$ cat config.mk
export PLATFORM = sky130hd
export DESIGN_NAME = asteroide_uc
export DESIGN_NICKNAME = d
export VERILOG_FILES = /design/src/rtl/asteroide_pkg.sv /design/src/rtl/asteroide_uc.sv
export SDC_FILE = /design/constraint.sdc
export NUM_CORES = 1
export LEC_CHECK = 0
export CAP_MARGIN = 20
export CORE_ASPECT_RATIO = 0.6
export CORE_MARGIN = 3
export CORE_UTILIZATION = 25
export CTS_CLUSTER_SIZE = 24
export DETAILED_ROUTE_END_ITERATION = 8
export GPL_TIMING_DRIVEN = 0
export PLACE_DENSITY = 0.6
export SLEW_MARGIN = 20
export SYNTH_ARGS = -nofsm -noshare
export SYNTH_HDL_FRONTEND = slang
export SYNTH_SLANG_ARGS = --single-unit
$ cat constraint.sdc
create_clock -name clock -period 1.4 [get_ports clock]
set_input_delay 0.14 -clock clock [delete_from_list [all_inputs] [get_ports clock]]
set_output_delay 0.14 -clock clock [all_outputs]
set_load 0.03 [all_outputs]
$ cat src/rtl/asteroide_pkg.sv
// Shared types and constants for the asteroide control unit: state codes as driven on
// db_estado, position-mux selects and asteroid direction opcodes.
package asteroide_pkg;

  typedef enum logic [3:0] {
    INICIAL    = 4'd0,
    LIMPA      = 4'd1,
    ESPERA     = 4'd2,
    LE         = 4'd3,
    MOVE       = 4'd4,
    CHECA      = 4'd5,
    COLIDE     = 4'd6,
    PROXIMO    = 4'd7,
    SP_LE      = 4'd8,
    SP_ROM     = 4'd9,
    SP_ESCREVE = 4'd10,
    FIM        = 4'd11,
    GAME_OVER  = 4'd12
  } estado_t;

  localparam logic [1:0] POS_SOMA_X = 2'b00;
  localparam logic [1:0] POS_SOMA_Y = 2'b01;
  localparam logic [1:0] POS_RANDOM = 2'b10;
  localparam logic [1:0] POS_HOLD   = 2'b11;

  localparam logic [1:0] OP_X_MAIS  = 2'b00;
  localparam logic [1:0] OP_X_MENOS = 2'b01;
  localparam logic [1:0] OP_Y_MAIS  = 2'b10;
  localparam logic [1:0] OP_Y_MENOS = 2'b11;

endpackage

$ cat src/rtl/asteroide_uc.sv
// Control FSM for the asteroide datapath: clears slots, sweeps/moves asteroids, checks ship
// collision and services spawn requests. Define ASTE_COLISAO_DESTROI_EN for lives/destroy mode.
module asteroide_uc
  import asteroide_pkg::*;
#(
  parameter int N_SLOTS   = 16,
  parameter int VIDAS_INI = 3
) (
  input  logic       clock,
  input  logic       reset,
  input  logic       iniciar,
  input  logic       tick_frame,
  input  logic       pedido_spawn,
  input  logic       colisao_aste_com_nave,
  input  logic       rco_contador_aste,
  input  logic [1:0] opcode_aste,
  input  logic       loaded_aste,
  input  logic       destruido_aste,
  output logic       conta_contador_aste,
  output logic       reset_contador_aste,
  output logic [1:0] select_mux_pos_aste,
  output logic       select_mux_coor_aste,
  output logic       select_soma_sub_aste,
  output logic       enable_mem_aste,
  output logic       enable_load_aste,
  output logic       new_load_aste,
  output logic       new_destruido_aste,
  output logic       reset_reg_nave,
  output logic       reset_gerador_random,
  output logic       pronto_frame,
  output logic       fim_jogo,
  output logic [1:0] vidas,
  output logic [3:0] db_estado
);

  // The slot counter is 4 bits and vidas is 2 bits; other values are not supported.
  if (N_SLOTS != 16 || VIDAS_INI < 1 || VIDAS_INI > 3) begin : g_config_invalida
  end

  estado_t estado, prox;
  logic    spawn_pend;
  logic    limpa_spawn;

  always_ff @(posedge clock or negedge reset) begin
    if (!reset) estado <= INICIAL;
    else        estado <= prox;
  end

  // A new request wins over a same-cycle clear so it is never lost.
  always_ff @(posedge clock or negedge reset) begin
    if (!reset)
      spawn_pend <= 1'b0;
    else if (pedido_spawn && estado != INICIAL && estado != LIMPA)
      spawn_pend <= 1'b1;
    else if (limpa_spawn)
      spawn_pend <= 1'b0;
  end

`ifdef ASTE_COLISAO_DESTROI_EN
  logic [1:0] vidas_r;
  logic       dec_vidas;

  always_ff @(posedge clock or negedge reset) begin
    if (!reset)                 vidas_r <= '0;
    else if (estado == INICIAL) vidas_r <= 2'(VIDAS_INI);
    else if (dec_vidas)         vidas_r <= vidas_r - 2'd1;
  end

  assign vidas = vidas_r;
`else
  assign vidas = '0;
`endif

  assign db_estado = estado;

  always_comb begin
    prox                 = estado;
    limpa_spawn          = 1'b0;
    conta_contador_aste  = 1'b0;
    reset_contador_aste  = 1'b0;
    select_mux_pos_aste  = POS_SOMA_X;
    select_mux_coor_aste = 1'b0;
    select_soma_sub_aste = 1'b0;
    enable_mem_aste      = 1'b0;
    enable_load_aste     = 1'b0;
    new_load_aste        = 1'b0;
    new_destruido_aste   = 1'b0;
    reset_reg_nave       = 1'b0;
    reset_gerador_random = 1'b0;
    pronto_frame         = 1'b0;
    fim_jogo             = 1'b0;
`ifdef ASTE_COLISAO_DESTROI_EN
    dec_vidas            = 1'b0;
`endif
    unique case (estado)
      INICIAL: begin
        // Gated by reset so every output reads 0 while reset is asserted.
        reset_contador_aste  = reset;
        reset_reg_nave       = reset;
        reset_gerador_random = reset;
        limpa_spawn          = 1'b1;
        if (iniciar) prox = LIMPA;
      end
      LIMPA: begin
        enable_load_aste = 1'b1;
        if (rco_contador_aste) begin
          reset_contador_aste = 1'b1;
          prox                = ESPERA;
        end else begin
          conta_contador_aste = 1'b1;
        end
      end
      ESPERA: begin
        if (iniciar)         prox = INICIAL;
        else if (tick_frame) prox = LE;
      end
      LE: begin
        if (!loaded_aste || destruido_aste) prox = PROXIMO;
        else                                prox = MOVE;
      end
      MOVE: begin
        select_mux_coor_aste = opcode_aste[1];
        select_soma_sub_aste = opcode_aste[0];
        select_mux_pos_aste  = {1'b0, opcode_aste[1]};
        enable_mem_aste      = 1'b1;
        prox                 = CHECA;
      end
      CHECA: begin
        if (colisao_aste_com_nave) prox = COLIDE;
        else                       prox = PROXIMO;
      end
      COLIDE: begin
`ifdef ASTE_COLISAO_DESTROI_EN
        enable_load_aste   = 1'b1;
        new_load_aste      = 1'b1;
        new_destruido_aste = 1'b1;
        dec_vidas          = 1'b1;
        prox               = (vidas_r <= 2'd1) ? GAME_OVER : PROXIMO;
`else
        prox = GAME_OVER;
`endif
      end
      PROXIMO: begin
        if (rco_contador_aste) begin
          reset_contador_aste = 1'b1;
          prox                = spawn_pend ? SP_LE : FIM;
        end else begin
          conta_contador_aste = 1'b1;
          prox                = LE;
        end
      end
      SP_LE: begin
        if (!loaded_aste) begin
          prox = SP_ROM;
        end else if (rco_contador_aste) begin
          limpa_spawn = 1'b1;
          prox        = FIM;
        end else begin
          conta_contador_aste = 1'b1;
        end
      end
      SP_ROM: prox = SP_ESCREVE;
      SP_ESCREVE: begin
        select_mux_pos_aste = POS_RANDOM;
        enable_mem_aste     = 1'b1;
        enable_load_aste    = 1'b1;
        new_load_aste       = 1'b1;
        limpa_spawn         = 1'b1;
        prox                = FIM;
      end
      FIM: begin
        pronto_frame        = 1'b1;
        reset_contador_aste = 1'b1;
        prox                = ESPERA;
      end
      GAME_OVER: begin
        fim_jogo = 1'b1;
        if (iniciar) prox = INICIAL;
      end
      default: prox = INICIAL;
    endcase
  end

endmodule
==> metrics.md <==
| Metric | Value |
|---|---|
| Pwr dens | between 2000 and 2500 nW/um^2 |
| Synthesized cell area | 639 um^2 |
| Adder-cell share of the synthesized area | 0 |
| Pleak | between 0.0006 and 0.0007 uW |
| CP Capture Type | output port |
| Total gr overflow | 0 |
| # fillers | between 150 and 200 |
| Clock Skew | approximately 0.00030 ns |
| Port bufs | 27 |
| CTS tree | built |
| Simple-gate share of the synthesized area | 0.372 |
| DRT Pass-1 Iters | 4 |
| Area delta synth->final | 114% |
| Critical Path Fanout Max | 6 |
| Crit path launch type | register |
| Clk_lat worst skew | 0.22 ns |
| Ant. Diodes | 0 |
| Drt total wl | 2620 um |
| Main combinational cell family by area after synthesis | simple AND/OR/NAND/NOR gates |
| CP arrival | between 1 and 1.5 ns |
| Die Ht | between 40 and 50 um |
| Hold Buf Count CTS | 0 |
| Async set-reset flop share out of synthesis | 1.00 |
| Vias in the first global route | 830 |
| Initial Util | 0.279 |
| Failing checks | setup timing |
| Fin. Hold Viols | 0 |
| Share of layout cells above drive strength 1 | 0.545 |
| Outcome | finished, violations left |
| Die area | around 3200 um^2 |
| Pin count of the biggest net entering global routing | 11 |
| 1st-iter DRT viols | 49 |
| Crit path kind | reg -> out |
| Post-layout min period | around 1.6 ns |
| Fin worst setup slack | -0.211 ns |
| Cell taking the most area after synthesis | dfrtp_1 |
| Xor/xnor cell area share of the yosys netlist | 0 |
| Hold WC Path Type | in -> async |
| CTS Root Cell | clkbuf_8 |
| Data required time of the worst path | approximately 1.3 ns |
| Seq cells post-synth | 5 |
| Primary FF master, synth | dfrtp_1 |
| Total Nets Final | around 160 |
| Endpoints failing setup | 16 |
| CTS HTree Levels | 1 |
| Num ports | 31 |
| Synth top area share | 0.196 |
| TritonCTS Buffers | 3 |
| Routed Antenna Nets | 0 |
| Die width | between 70 and 80 um |
| Vias per std cell | around 5 |
| Total power | 3370 uW |
| Cells after Synth | 90 |
| GP Congestion | around 0.90 |
| Post-synthesis mux area share | 0 |
| Gr usage total | 0.161 |
| Register area | between 100 and 150 um^2 |
| Initial antenna violation count | 0 |
| Worst hold margin | about 0.17 ns |
| Compound-Gate Fraction of Synth Area | 0.274 |
| Cell variety after synth | 35 |
| Synth area leaders | dfrtp_1 20%, buf_4 8.2%, a21oi_1 5.5%, nand2_1 5.3%, nor2_1 5.3% |
| Max IR drop VDD | roughly 870 uV |
| Vias | between 800 and 900 |
| Final HPWL DP | 1680 um |
| Pins Over Slew Limit | 0 |
| YS warnings | 0 |
| RSZ-0062 raised after global routing | true |
| Synthesized area per cell | between 7 and 8 um^2 |
| Multi-input logic area | around 540 um^2 |
| Clk slew on worst S/H paths | 0.04 ns |
| CTS sink count | 5 |
| Fmax | just over 600 MHz |
| Final cycle utilization of the critical path | 1.15 |
| Post-synth EDFFs | 0 |
| MaxCap Viol Count | 0 |
| First-pass GRT wire length | roughly 4000 um |
| Top post-synthesis cells by count | 9 x nand2_1, 9 x nor2_1, 7 x a21oi_1, 7 x buf_4, 5 x dfrtp_1 |
| Sequential share of the synthesized area | 0.196 |
| Rows | 13 |
| Drt wl/cell | approximately 15 um |
| Core Area | between 2000 and 2500 um^2 |
| Residual DRC count | 0 |
| Clk buf depth | 2 |
## sequential cells by signal (all words and copies together) (netlist names)
| register | count |
|---|---|
| spawn_pend | 1 |
| db_estado | 4 |
## final timing paths
path	slack, ns	cells after the start	end	start
worst min-delay path	0.17	1	spawn_pend	reset
max in group asynchronous	0.99	1	db_estado[2]	reset
worst max-delay path	-0.21	6	reset_contador_aste	db_estado[2]
worst min register to register	0.52	2	spawn_pend	spawn_pend
worst max register to register	-0.16	6	db_estado[2]	db_estado[2]
min in group clock	0.47	3	spawn_pend	pedido_spawn
## per-layer routing
layer,vias to the layer above,global-route usage,wire length [um]
met4,0,0.0524,33
li1,424,-,-
met5,-,0,0
met3,4,0.0422,218
met2,44,0.248,1140
met1,419,0.221,1230
## layout by cell type, fill, tap and decap left out, drive strengths merged
master         instances
a21boi                 2
a21o                   1
a21oi                  7
a22oi                  1
a311o                  1
a31oi                  1
a32oi                  1
and2                   2
and2b                  1
and3                   4
and3b                  2
buf                   44
clkbuf                 5
clkdlybuf4s15          1
clkdlybuf4s50          9
clkinvlp               1
conb                   3
dfrtp                  5
dlygate4sd2            3
dlymetal6s2s           1
inv                    1
nand2                  9
nand2b                 3
nand3                  3
nand3b                 1
nor2                  10
nor2b                  3
nor3                   4
nor3b                  1
nor4                   1
o21ai                  6
o311ai                 1
o31a                   2
o31ai                  2
o41ai                  1
## logic make-up after synthesis
logic type             count (synthesis)
and+or+nand+nor                       44
AOI/OAI and AO/OA                     26
buffers and inverters                 14
DFF                                    5
other                                  1
## power breakdown
group | leakage, uW | switching (uW) | total [uW] | internal, uW
Combinational | 0.000543 | 1440 | 2800 | 1360
Clock | 0.0000228 | 76.6 | 273 | 196
Sequential | 0.0000553 | 68.6 | 296 | 228
Total | 0.000621 | 1580 | 3370 | 1780
## stage by stage
stage	area, um^2	setup slack (ns)	utilization	TNS (ns)	std cells
finish	1370	-0.211	0.597	-1.82	173
global route	1370	-0.249	0.597	-2.81	173
CTS	1250	-0.211	0.546	-1.37	166
detailed placement	1020	-0.649	0.445	-6.82	149
global placement	1020	-0.614	0.445	-6.69	149
floorplan	713	-0.0252	-	-0.0401	92
## what timing repair did
| action | in CTS | in global routing |
|---|---|---|
| gates resized for setup | 113 | 13 |
| gates cloned | 0 | 1 |
| setup endpoints to repair | 17 | 19 |
| setup buffers | 13 | 7 |
| pin swaps | 5 | 3 |
## worst max-delay path, cell delays in order (launching register included)
cell and delay (ns):
dfrtp_2 0.41, buf_6 0.13, and2b_2 0.23, nand3_2 0.07, o21ai_2 0.06, a21o_4 0.21, buf_6 0.13
## cell type report
class	instances	share of cell area
buffer	12	0.0987
clock buffer	4	0.0329
inverter	2	0.00823
multi-input combinational	73	0.395
sequential	5	0.0951
tap	30	0.0274
timing repair buffer	47	0.343
No activity file was read; power rests on OpenSTA's default activity.
